## config.mk

```make
export PLATFORM = sky130hd
export DESIGN_NAME = pc_sequencer
export DESIGN_NICKNAME = d
export VERILOG_FILES = /design/src/rtl/pc_seq_pkg.sv /design/src/rtl/pc_seq_perf.sv /design/src/rtl/pc_sequencer.sv
export SDC_FILE = /design/constraint.sdc
export NUM_CORES = 1
export LEC_CHECK = 0
export CAP_MARGIN = 5
export CORE_AREA = 8 8 114 116
export CTS_CLUSTER_SIZE = 10
export DETAILED_ROUTE_END_ITERATION = 8
export DIE_AREA = 0 0 122 124
export GPL_ROUTABILITY_DRIVEN = 0
export PLACE_DENSITY_LB_ADDON = 0.05
export SYNTH_ARGS = -nofsm -noshare
export SYNTH_HDL_FRONTEND = slang
export SYNTH_SLANG_ARGS = --single-unit
```

## constraint.sdc

```tcl
create_clock -name clk -period 4.58 [get_ports clk]
set_clock_uncertainty 0.2 [all_clocks]
set_input_delay 0.916 -clock clk [delete_from_list [all_inputs] [get_ports clk]]
set_output_delay 0.916 -clock clk [all_outputs]
set_load 0.01 [all_outputs]
```

## src/rtl/pc_seq_pkg.sv

```systemverilog
// pc_seq_pkg: shared widths, decode encodings and state encoding for the
// fetch-side program-counter sequencer.
package pc_seq_pkg;

   localparam int PC_W  = 36;
   localparam int CNT_W = 3;   // flush bubble counter (FLUSH_CYCLES 1..7)

   localparam logic [PC_W-1:0]  PC_ONE  = {{(PC_W-1){1'b0}}, 1'b1};
   localparam logic [CNT_W-1:0] CNT_ONE = {{(CNT_W-1){1'b0}}, 1'b1};

   typedef enum logic [1:0] {
      BJ_NONE   = 2'b00,
      BJ_JUMP   = 2'b01,
      BJ_BRANCH = 2'b10
   } bj_e;

   typedef enum logic [1:0] {
      RUN   = 2'b00,
      FLUSH = 2'b01,
      HALT  = 2'b10
   } seq_state_e;

   // A resolved jump/branch only redirects when it leaves the sequential
   // path; a not-taken branch reports its own PC and the reserved code is
   // treated as no control transfer.
   function automatic logic is_redirect(
      input logic            valid,
      input logic [1:0]      bj,
      input logic [PC_W-1:0] pc,
      input logic [PC_W-1:0] target
   );
      return valid && (bj == BJ_JUMP || bj == BJ_BRANCH) && (target != pc);
   endfunction

endpackage

```

## src/rtl/pc_seq_perf.sv

```systemverilog
// pc_seq_perf: saturating redirect and stall-cycle event counters for the
// PC sequencer. Only instantiated when PC_SEQ_PERF_EN is defined.
module pc_seq_perf (
   input  logic        clk,
   input  logic        rst,
   input  logic        redirect_inc,
   input  logic        stall_inc,
   output logic [31:0] redirects,
   output logic [31:0] stall_cycles
);

   logic [31:0] redirects_reg;
   logic [31:0] stall_cycles_reg;

   // Count events, sticking at all-ones instead of wrapping.
   always_ff @(posedge clk) begin
      if (rst) begin
         redirects_reg    <= '0;
         stall_cycles_reg <= '0;
      end else begin
         if (redirect_inc && redirects_reg != 32'hFFFF_FFFF)
            redirects_reg <= redirects_reg + 32'd1;
         if (stall_inc && stall_cycles_reg != 32'hFFFF_FFFF)
            stall_cycles_reg <= stall_cycles_reg + 32'd1;
      end
   end

   assign redirects    = redirects_reg;
   assign stall_cycles = stall_cycles_reg;

endmodule

```

## src/rtl/pc_sequencer.sv

```systemverilog
// pc_sequencer: owns the fetch PC. Advances sequentially, applies
// execute-stage redirects followed by FLUSH_CYCLES flush bubbles, and
// honours stall and halt/resume.
// Optional feature macro: PC_SEQ_PERF_EN adds saturating perf counters.
module pc_sequencer
   import pc_seq_pkg::*;
#(
   parameter logic [PC_W-1:0] RESET_PC     = '0,
   parameter int              FLUSH_CYCLES = 2
) (
   input  logic            clk,
   input  logic            rst,
   input  logic            stall,
   input  logic            halt,
   input  logic            resume,
   input  logic            ex_valid,
   input  logic [1:0]      ex_branch_jump,
   input  logic [PC_W-1:0] ex_pc,
   input  logic [PC_W-1:0] ex_target,
   output logic [PC_W-1:0] fetch_pc,
   output logic            fetch_valid,
   output logic            flush,
   output logic            halted
`ifdef PC_SEQ_PERF_EN
   ,
   output logic [31:0]     perf_redirects,
   output logic [31:0]     perf_stall_cycles
`endif
);

   localparam logic [CNT_W-1:0] FLUSH_LOAD = CNT_W'(FLUSH_CYCLES - 1);

   seq_state_e       state_reg, state_next;
   logic [PC_W-1:0]  pc_reg, pc_next;
   logic [CNT_W-1:0] cnt_reg, cnt_next;
   logic             redirect;

   assign redirect = is_redirect(ex_valid, ex_branch_jump, ex_pc, ex_target);

   // State, PC and flush counter registers.
   always_ff @(posedge clk) begin
      if (rst) begin
         state_reg <= RUN;
         pc_reg    <= RESET_PC;
         cnt_reg   <= '0;
      end else begin
         state_reg <= state_next;
         pc_reg    <= pc_next;
         cnt_reg   <= cnt_next;
      end
   end

   // Next-state/PC selection; outputs decode from state and stall only.
   always_comb begin
      state_next  = state_reg;
      pc_next     = pc_reg;
      cnt_next    = cnt_reg;
      fetch_valid = 1'b0;
      flush       = 1'b0;
      halted      = 1'b0;
      case (state_reg)
         RUN: begin
            fetch_valid = !stall;
            if (redirect) begin
               pc_next    = ex_target;
               cnt_next   = FLUSH_LOAD;
               state_next = FLUSH;
            end else if (halt) begin
               state_next = HALT;
            end else if (!stall) begin
               pc_next = pc_reg + PC_ONE;   // silent wrap at 2^36
            end
         end
         FLUSH: begin
            // EX only carries flushed bubbles here, so its inputs are ignored.
            flush = 1'b1;
            if (cnt_reg == '0)
               state_next = RUN;
            else
               cnt_next = cnt_reg - CNT_ONE;
         end
         HALT: begin
            halted = 1'b1;
            // An older branch resolving after the halt decode still wins.
            if (redirect) begin
               pc_next    = ex_target;
               cnt_next   = FLUSH_LOAD;
               state_next = FLUSH;
            end else if (resume && !halt) begin
               state_next = RUN;
            end
         end
         default: begin
            state_next = RUN;
         end
      endcase
   end

   assign fetch_pc = pc_reg;

`ifdef PC_SEQ_PERF_EN
   logic redirect_taken;
   logic stall_count;

   assign redirect_taken = redirect && (state_reg == RUN || state_reg == HALT);
   assign stall_count    = (state_reg == RUN) && stall && !redirect;

   pc_seq_perf u_perf (
      .clk          (clk),
      .rst          (rst),
      .redirect_inc (redirect_taken),
      .stall_inc    (stall_count),
      .redirects    (perf_redirects),
      .stall_cycles (perf_stall_cycles)
   );
`endif

endmodule

```

-- Word-level counts from Yosys, hierarchy flattened
Index checks and enable logic that the tools add are counted.
Widths: inputs -> output; s select.
- add/subtract/negate cells: 2
- eq/ne operators: 13
- mux-type cells: 17
- reduce and logical (&&, ||, !) cells: 14
- operators with widths (operator ; count):
    $mux 36 ; 4
    $pmux 36 s2 ; 1
    $add 36x1->36 const B ; 1
    $ne 36x36->1 ; 1
    $ne 3x3->1 const B ; 4
    $mux 2 ; 5
    $mux 3 ; 2
    $ne 2x2->1 const B ; 3
    $pmux 2 s3 ; 1
    $pmux 3 s2 ; 1
    $reduce_and 3->1 ; 2
    $eq 2x1->1 const B ; 2
    $eq 2x2->1 const B ; 2
    $reduce_and 4->1 ; 1
    $reduce_bool 2->1 ; 2
    $logic_and 1x1->1 ; 3
    $logic_not 3->1 ; 1
    $mux 1 ; 3
    $sub 3x1->3 const B ; 1
    $logic_not 1->1 ; 2
    $logic_not 2->1 ; 1
    $ne 2x1->1 const B ; 1
    $reduce_or 2->1 ; 1
    $logic_or 1x1->1 ; 1
- register bits after elaboration: 41
- input port bits: 80
- output and inout bits: 39
- word-level logic and storage cells: 49

-- Longest topological paths before layout
Gate-level depths: netlist (run 1).
- depth in word-level cells: 6
- gate-level depth with buffers: 8
- depth with buffers taken out: 8

-- Worst setup path before layout (run 1)
No wires, ideal clock.
- path kind: in2reg
- from: input port ex_pc[26]
- to: register pc_reg[30], in the netlist fetch_pc[30]
- library setup time: 0.134 ns
- arrival: 2.551 ns
- data required time: 4.246 ns
- slack: 1.695 ns
- cell stages on the path: 8
- path buffers: 2
- cells stage by stage: xor2_1 > nor4_2 > nand3_2 > o41ai_2 > buf_4 > buf_6 > mux2i_1 > o32ai_2
- cells in the longest elaborated chain, start to end: 4
- elaborated cells on any way between the ends: 8
- those cells by class: eq/ne (4); mux (2); reduce/logical (2)
- RTL lines (what ; RTL line ; text):
    start, declared ; pc_sequencer.sv:18 ; input logic [PC_W-1:0] ex_pc,
    $ne 36x36->1 * ; pc_seq_pkg.sv:32 ; return valid && (bj == BJ_JUMP || bj == BJ_BRANCH) && (target != pc);
    $logic_and 1x1->1 * ; pc_seq_pkg.sv:32 ;
    $ne 3x3->1 (no source line), or another cell as far along ; n/a ;
    $reduce_and 4->1 (no source line) or $pmux 36 s2 (tied branches) ; n/a ;
    end signal, assigned ; pc_sequencer.sv:48 ; pc_reg <= pc_next;
    end, declared ; pc_sequencer.sv:34 ; logic [PC_W-1:0] pc_reg, pc_next;
Every way passes the cells marked *; elsewhere a longest branch is shown, timed or not.
A chain may end at the register's enable or synchronous reset.

-- Worst setup path in the final report (run 1)
- from: input port ex_target[4]
- to: register pc_reg[0], in the netlist fetch_pc[0]
- cells in the longest elaborated chain, start to end: 4
- elaborated cells on any way between the ends: 8
- those cells by class: eq/ne (4); mux (2); reduce/logical (2)
- RTL lines (what ; RTL line ; text):
    start, declared ; pc_sequencer.sv:19 ; input logic [PC_W-1:0] ex_target,
    $ne 36x36->1 * ; pc_seq_pkg.sv:32 ;
    $logic_and 1x1->1 * ; pc_seq_pkg.sv:32 ;
    $ne 3x3->1 (no source line), or another cell as far along ; n/a ;
    $reduce_and 4->1 (no source line) or $pmux 36 s2 (tied branches) ; n/a ;
Marks and branches as above.

==> results of run 1 <==
through the flow:
stage	instance area [um^2]	hold slack, ns	setup WS (ns)	util (%)
2_1_floorplan	3277	0.2420	1.695	-
3_3_place_gp	4562	0.2757	0.4819	40.82
3_5_place_dp	4562	0.2677	0.5586	40.82
4_1_cts	4705	0.2778	0.8673	42.10
5_1_grt	4705	0.3149	0.7804	42.10
6_report	4705	0.2692	0.9000	42.10
worst max path at each step:
stage	from	end	slack, ns	cells past startpoint
2_1_floorplan	ex_pc[26]	fetch_pc[30]	1.70	8
3_3_place_gp	ex_target[18]	fetch_pc[0]	0.48	7
3_5_place_dp	ex_target[18]	fetch_pc[24]	0.56	7
4_1_cts	ex_target[18]	fetch_pc[0]	0.87	7
5_1_grt	ex_target[18]	fetch_pc[0]	0.78	7
6_report	ex_target[4]	fetch_pc[0]	0.90	7
area by class of cell:
type | count | area (um^2) | share of cell area [%]
clock buffers | 5 | 125.1 | 2.660
clock inverters | 3 | 17.52 | 0.3723
inverters | 39 | 146.4 | 3.112
multi-input cells | 289 | 2140 | 45.48
flip-flops and latches | 41 | 820.8 | 17.45
well taps | 143 | 178.9 | 3.803
repair buffers | 129 | 1276 | 27.13
cell families (layout without fill, tap and decap cells):
group / count (synthesis) / count (layout) / share of synthesized area [%]
and+or+nand+nor: 131 / 131 / 20.66
AOI/OAI and AO/OA: 84 / 84 / 22.79
buffers and inverters: 65 / 176 / 10.12
DFF: 41 / 41 / 25.05
xor gates and xnor gates: 38 / 38 / 10.16
muxes: 33 / 33 / 10.08
adders and majority gates: 3 / 3 / 1.146
cell usage in the layout, fill, tap and decap left out, types with 2 or more instances in the layout:
cell,instances
a21oi_1,2
a22oi_1,20
nor4_2,4
ha_1,3
nand2_1,25
nand3_1,13
nor2_1,32
and4_1,4
mux2i_1,33
o32ai_2,6
clkdlybuf4s50_1,118
a31oi_1,2
o31ai_1,2
inv_1,39
a211oi_1,2
buf_4,10
and3_1,3
nand4_1,11
or3_1,2
clkbuf_16,5
xor2_1,37
a311oi_1,2
o22ai_1,2
clkinv_2,2
nor2b_1,4
a2bb2oi_1,10
nand2b_1,2
nor4_1,11
o32ai_1,26
nor3_1,18
dfxtp_1,41
synth_stat cells, types with 2 or more instances:
library cell	n	share of area, %
a21oi_1	2	0.31
nor4_2	4	1.5
and3_1	3	0.57
nor3_1	18	2.7
o22ai_1	2	0.38
nand3_1	13	2.0
nor4_1	11	2.1
or3_1	2	0.38
o32ai_1	26	6.9
ha_1	3	1.1
and4_1	4	1.1
dfxtp_1	41	25
nand2b_1	2	0.38
buf_2	6	0.92
buf_6	7	2.4
xor2_1	37	9.9
nand4_1	11	2.1
nor2b_1	4	0.76
o32ai_2	6	3.0
a31oi_1	2	0.38
clkbuf_1	9	1.0
a22oi_1	20	4.6
buf_4	3	0.69
a211oi_1	2	0.46
o31ai_1	2	0.46
mux2i_1	33	10
a311oi_1	2	0.53
inv_1	39	4.5
nor2_1	32	3.7
a2bb2oi_1	10	2.7
nand2_1	25	2.9
layer usage:
layer	track usage, %	routed length [um]	share of wire, %
met1	20.05	5611	45
met2	27.54	6046	49
met3	3.445	659	5.3
met4	3.470	77	0.62
met5	0	0	0
worst max-delay path, delay by kind of cell:
kind            cells  cell delay (ns)
buf+inv             1             0.54
compound gates      3             1.30
simple gates        2             0.73
xor+xnor            1             0.21
power by group:
group / switching [uW] / leakage [uW] / internal [uW]
registers: 31.3 / 0.000334 / 380
clock network: 158 / 0.0000696 / 200
logic: 171 / 0.00132 / 190
==> out/summary.md, run 1 <==
The flow ran to the end, and the final reports show no timing, DRC or antenna violations. The power density of the placed cells is 240.3 nW/um^2, and the total number of clock tree sinks is 41. The share of cells above drive strength 1 came out at 6.522%. The proportion of synthesized flip-flops having asynchronous set or reset was 0%; the number of antenna violations at the first check in global routing was 0. The post-detailed-route DRC marker count is 0, and the number of hold-repair buffers added at the cts stage is 0.

The logs give 641 for the number of placed cells counting well taps and 0 for the number of maximum-capacitance constraint violations. Post-CTS repair changed the size of 0 cells. The logs give 649 for the count of placed standard cells in the final layout, fillers left out and 4.59 ns for the data required time of the worst path. The tools report the number of nets produced by synthesis as 478. The run gives 3.69 ns as the critical path data arrival time.

The register with the most flip-flops in the layout has 36 of them. After clock tree synthesis, the setup repair step added 0 buffers. The logs give 0 for the number of hold violations in the final report and 0.2717 GHz for the top achievable clock speed. Clock tree synthesis inserted a total of 5 buffers. The full die area is 15130 um^2, and the wire length of the first global-routing pass is 19000 um. VDD sags by at most 0.1404 mV. In this run the static leakage power is 0.001721 uW. In this run the tightest slew margin relative to its limit is 32.67%.

The tools report the share of synthesized area occupied by flip-flops and latches as 25.05%. The biggest fanout along the worst timing path came out at 17. After filler insertion, the fill cell instance count of the layout stands at 1152.

In this run, the number of DRC markers left after iteration 0 of detailed routing was 251. The design draws 1131 uW. For this run, the number of Yosys warnings is 0.

The largest single stage delay on the critical path is 0.77 ns. The path category of the worst min-delay check was reg2reg. The starting density of the core was 29.32%.

The average footprint of a synthesized cell came out at 8.296 um^2. Walking the worst path, the cells encountered are clkdlybuf4s50_1 -> xor2_1 -> nor4_2 -> nand3_2 -> o41a_1 -> a211o_1 -> a31oi_1. The logs give 3277 um^2 for the summed instance area of the synthesized netlist and 0 for the number of nets still failing antenna checks after routing.

Pin placement for this block handled 119 I/O pins. The number of instances in the synthesized netlist is 395, and the max-slew violation count is 0. The number of synthesized register bits came out at 41. The half-perimeter wire length after placement came out at 9473 um. The worst setup path is launched from a primary input. The run gives 3473 as the number of global-route vias before repair. Buffer type at the clock tree root: clkbuf_16. The total overflow left after global routing is 0. Cell type of the slowest stage on the worst timing path: o41a_1.

Instance count along the most critical hold path: 1. From bottom edge to top edge, the die measures 124 um. The clock latency on the worst-skew pair came out at 0.28 ns. The area growth from synthesis to layout is 43.57%. TritonCTS built the clock tree. The origin of the worst min-delay path was cnt_reg[0]. The tools report the endpoint of the worst hold-timing path as cnt_reg[0]. Entering global routing, the biggest net connects 42 pins.

The run gives 588 as the final-stage net count. Counting I/O delays and the setup requirement, the final critical path takes 3.680 ns. In the routed layout, each cell is associated on average with a via count of 5.259. In this run the register-to-register setup slack is 2.01 ns. STA classifies the critical path endpoint as a register. The most instantiated flip-flop cell in the synthesis netlist was dfxtp_1.

The number of flops mapped to enable cells by yosys works out to 0. The number of optimization iterations in the first detailed-route pass was 5; the slew at the pin closest to its max-slew limit was 1.010 ns. Total inserted antenna cells: 0. Setup total negative slack on the finished layout was measured at 0 ns.

The setup path with the least slack is of type in2reg. Buffers placed on the I/O ports in this run total 118. Setup repair after global routing left no endpoint under its margin. Dividing the final minimum period by the clock period gives 80.35%. The x dimension of the die came out at 122 um.

Clock input transition at the sequential cells of the worst setup and hold paths: 0.07 ns. In this run, distinct cell masters in the synthesized netlist total 45. In the final routed layout, each cell accounts on average for 19.10 um. The final route contains 3413 vias.

The terminus of the critical flop-to-flop path is fetch_pc[33]. Measured in cells, the most critical reg-to-reg path has a length of 6. After floorplanning, the core was sized to cover 11170 um^2.

For the overall global routing resource usage, the log shows 16.01%. The floorplan has 39 rows. The final-report setup violation count is 0. For this block, the routed nets add up to 12390 um of wire. The H-tree generated during clock tree synthesis spans 2 levels. No sink is reached through more buffers than the 2 on the longest clock path.

The startpoint identified for the worst register-to-register timing path is fetch_pc[0].
Note: power is estimated with default switching activity, not from simulation.
==> inputs of run 2 (changes only) <==
clock period = 3.8 ns   (was 4.58 ns; I/O delays follow)
==> run 2 against run 1 <==
  * Design area is 1.5% higher
  * Non-clock buffer count up 7
  * Global-route usage is 0.30 points higher
  * Clock power increased by 18%
  * Register-to-register slack got worse by 0.85 ns
  * Count of clock-buffer cells in the layout increased by 3
  * Combinational power grew 25%
  * Final cell count increased by 1.1%
==> out/summary.md, run 2 (synthesized netlist as in run 1, its figures left out) <==
For the number of global-route vias before repair, the log shows 3561 (was 3473). The tools report the total length of routed met2 wires as 5948 um (was 6046 um). The launching instance or port of the critical path was ex_target[4] (unchanged).

The kind of critical path was in2reg (unchanged). The half-perimeter wire length after placement was 9654 um (was 9473 um); the post-layout minimum cycle time was 3.473 ns. The count of buffer and inverter cells on the critical path was 2 (was 1). The tools report the clock buffer count from CTS as 5 (unchanged). For the largest buffer count on any clock path, the log shows 2 (unchanged).

The layout overhead on the synthesized area is 45.74% (was 43.57%), and the total inserted antenna cells is 0 (unchanged). The tools report the number of optimization iterations in the first detailed-route pass as 4 (was 5). The logs give 1165 (was 1152) for the layout filler cell count and 0.001762 uW (was 0.001721 uW) for the cell leakage power.

The tools report the starting density of the core as 29.32% (unchanged). The run gives 0 (unchanged) as the post-detailed-route DRC marker count. The power density of the placed cells is 286.6 nW/um^2 (was 240.3 nW/um^2), and the x dimension of the die is 122 um (unchanged). The logs give 0.1774 mV (was 0.1404 mV) for the peak supply drop and 759 um (was 659 um) for the detailed route wirelength on metal3. The total I/O pin count was 119 (unchanged).

The number of instances resized during post-cts repair was 0 (unchanged); the number of antenna violations at the first check in global routing was 0 (unchanged). The violation count after the first detailed-routing iteration is 269 (was 251). Max-slew violation count: 0 (unchanged).

The utilization of the core after routing is 42.74% (was 42.10%), and the slew at the pin closest to its max-slew limit is 0.7827 ns (was 1.010 ns). The path category of the worst min-delay check was reg2reg (unchanged). The origin of the worst min-delay path was cnt_reg[0] (unchanged). The internal power was 942.7 uW (was 770.3 uW); the share of the cycle needed by the critical path after routing was 91.39%. The net switching fraction of the power is 31.12% (was 31.86%). For the final wirelength, the log shows 12540 um (was 12390 um). The share of cells above drive strength 1 came out at 7.212% (was 6.522%). The cell type of the slowest stage on the worst timing path was clkdlybuf4s50_1 (was o41a_1).

The number of post-CTS setup repair buffers was 0 (unchanged); the standard cell area after detailed placement was 4639 um^2 (was 4562 um^2). The tools report the net switching power as 426.0 uW (was 360.2 uW). The delay contributed by the slowest stage of the critical path was 0.55 ns (was 0.77 ns). Cell-by-cell listing of the critical path: clkdlybuf4s50_1 -> xor2_1 -> nor4_2 -> nand3_2 -> o41ai_4 -> buf_12 -> mux2i_1 -> o32ai_2 (was clkdlybuf4s50_1 -> xor2_1 -> nor4_2 -> nand3_2 -> o41a_1 -> a211o_1 -> a31oi_1).

The via count of the routed design was 3395 (was 3413). Residual overflow from global routing: 0 (unchanged). The tools report the data required time of the worst path as 3.76 ns (was 4.59 ns). Setup repair after global routing left no endpoint under its margin.

The quantity of I/O buffers inserted on ports came out at 118 (unchanged). The tools report the critical path capture point type as a register (unchanged). For the total number of clock tree sinks, the log shows 41 (unchanged). The buffer type at the clock tree root is clkbuf_16 (unchanged).

The tools report the start of the worst register-to-register path as fetch_pc[0] (unchanged). The pin count of the biggest net entering global routing is 32 (was 42). Routed length per placed instance: 19.11 um (was 19.10 um).

The logs give 19360 um (was 19000 um) for the wire length of the first global-routing pass and 36.1% (was 36.4%) for the sequential fraction of design power. Kind of cell with the highest combined delay on the critical path: buffers and inverters (was compound AO/OA/AOI/OAI gates). The H-tree depth was 2 (unchanged).

Top routing layer in use: met4 (unchanged). Most frequent cells in the layout: 118 x clkdlybuf4s50_1, 41 x dfxtp_1, 39 x inv_1 (unchanged). The number of hold-repair buffers added at the cts stage is 0 (unchanged).

The normalized max-slew margin is 47.82% (was 32.67%). The instance count along the most critical hold path was 1 (unchanged). The run gives 0 (unchanged) as the number of hold violations in the final report. The number of cells on the worst reg-to-reg path came out at 7 (was 6).

The run finished with clean final reports. The row count was 39 (unchanged). The tools report the post-route standard cell area excluding fillers as 4776 um^2 (was 4705 um^2).

The clock input transition at the sequential cells of the worst setup and hold paths is 0.06 ns (was 0.07 ns). The tools report the clock latency on the worst-skew pair as 0.28 ns (about the same). The final-report setup violation count is 0 (unchanged), and the full die area is 15130 um^2 (unchanged). Most common cell after layout, fill and taps aside: clkdlybuf4s50_1 (unchanged). The detailed-route wire length on metal 1 is 5765 um (was 5611 um).

The logs give 11170 um^2 (unchanged) for the area inside the core boundary and 33.0% (was 31.9%) for the proportion of power drawn by combinational gates. The endpoint of the worst hold-timing path is cnt_reg[0] (unchanged). For this run, the top clock speed supported by timing is 0.2880 GHz.

The critical path launch point type was a primary input (unchanged). The final-stage net count was 595 (was 588). For the number of maximum-capacitance constraint violations, the log shows 0 (unchanged). The tools report the terminus of the critical flop-to-flop path as fetch_pc[32] (was fetch_pc[33]). For the overall global routing resource usage, the log shows 16.31% (was 16.01%). The sum of negative setup slack is 0 ns (unchanged), and the number of nets still failing antenna checks after routing is 0 (unchanged).

The worst-case register-to-register setup slack was 1.16 ns (was 2.01 ns); the critical path data arrival time was 3.44 ns (was 3.69 ns). TritonCTS built the clock tree. The flip-flop count of the largest register, all copies and words added came out at 36 (unchanged). Chip height: 124 um (unchanged). Relative contribution of the clock network to total power: 30.9% (was 31.7%). The run gives 1369 uW (was 1131 uW) as the overall power. The biggest fanout along the worst timing path works out to 29 (was 17). The post-detailed-route via-to-cell ratio came out at 5.175 (was 5.259).
[run 2: worst reg2reg max path, delay by kind of cell, from the launching register on]
family,cells,cell delay (ns)
and+or+nand+nor,4,1.37
DFF,1,0.42
AOI/OAI and AO/OA,2,0.31
adders and majority gates,1,0.21
[run 2: worst max path at each step]
stage | to | cells after the start
final | fetch_pc[32] | 8
after global placement | fetch_pc[13] | 8
after floorplan | fetch_pc[30] | 8
after global routing | fetch_pc[29] | 8
after CTS | fetch_pc[32] | 8
after detailed placement | fetch_pc[32] | 8
[run 2: layer usage]
layer  vias to the layer above  track usage [%]
li1                       1699                -
met1                      1590            21.28
met2                       102            26.79
met3                         4            4.034
met4                         0            3.084
met5                         -                0
[run 2: layout make-up]
class                           instances  area (um^2)  share of cell area, %
Multi-Input combinational cell        289         2140                  44.80
Timing Repair Buffer                  136         1354                  28.35
Sequential cell                        41        820.8                  17.19
Tap cell                              143        178.9                  3.746
Inverter                               39        146.4                  3.065
Clock buffer                            8        136.4                  2.856
[run 2: power by group through the flow]
stage	combinational [uW]	sequential, uW	clock, uW
global route	487	499	450
global placement	454	503	0
floorplan	232	505	0
detailed placement	455	503	0
CTS	457	494	436
finish	452	494	422
[run 2: stage by stage]
| step | instances | setup slack (ns) | hold WS (ns) |
|---|---|---|---|
| 6_report | 656 | 0.3273 | 0.2794 |
| 2_1_floorplan | 395 | 1.071 | 0.2420 |
| 3_3_place_gp | 648 | 0.06686 | 0.2589 |
| 3_5_place_dp | 648 | 0.08231 | 0.2654 |
| 5_1_grt | 656 | 0.1861 | 0.3084 |
| 4_1_cts | 656 | 0.3621 | 0.2797 |
==> inputs of run 3 (changes only) <==
CAP_MARGIN = 20   (was 5)
==> results of run 3 <==
Final layout, timing and power as in run 2 (identical DEF).
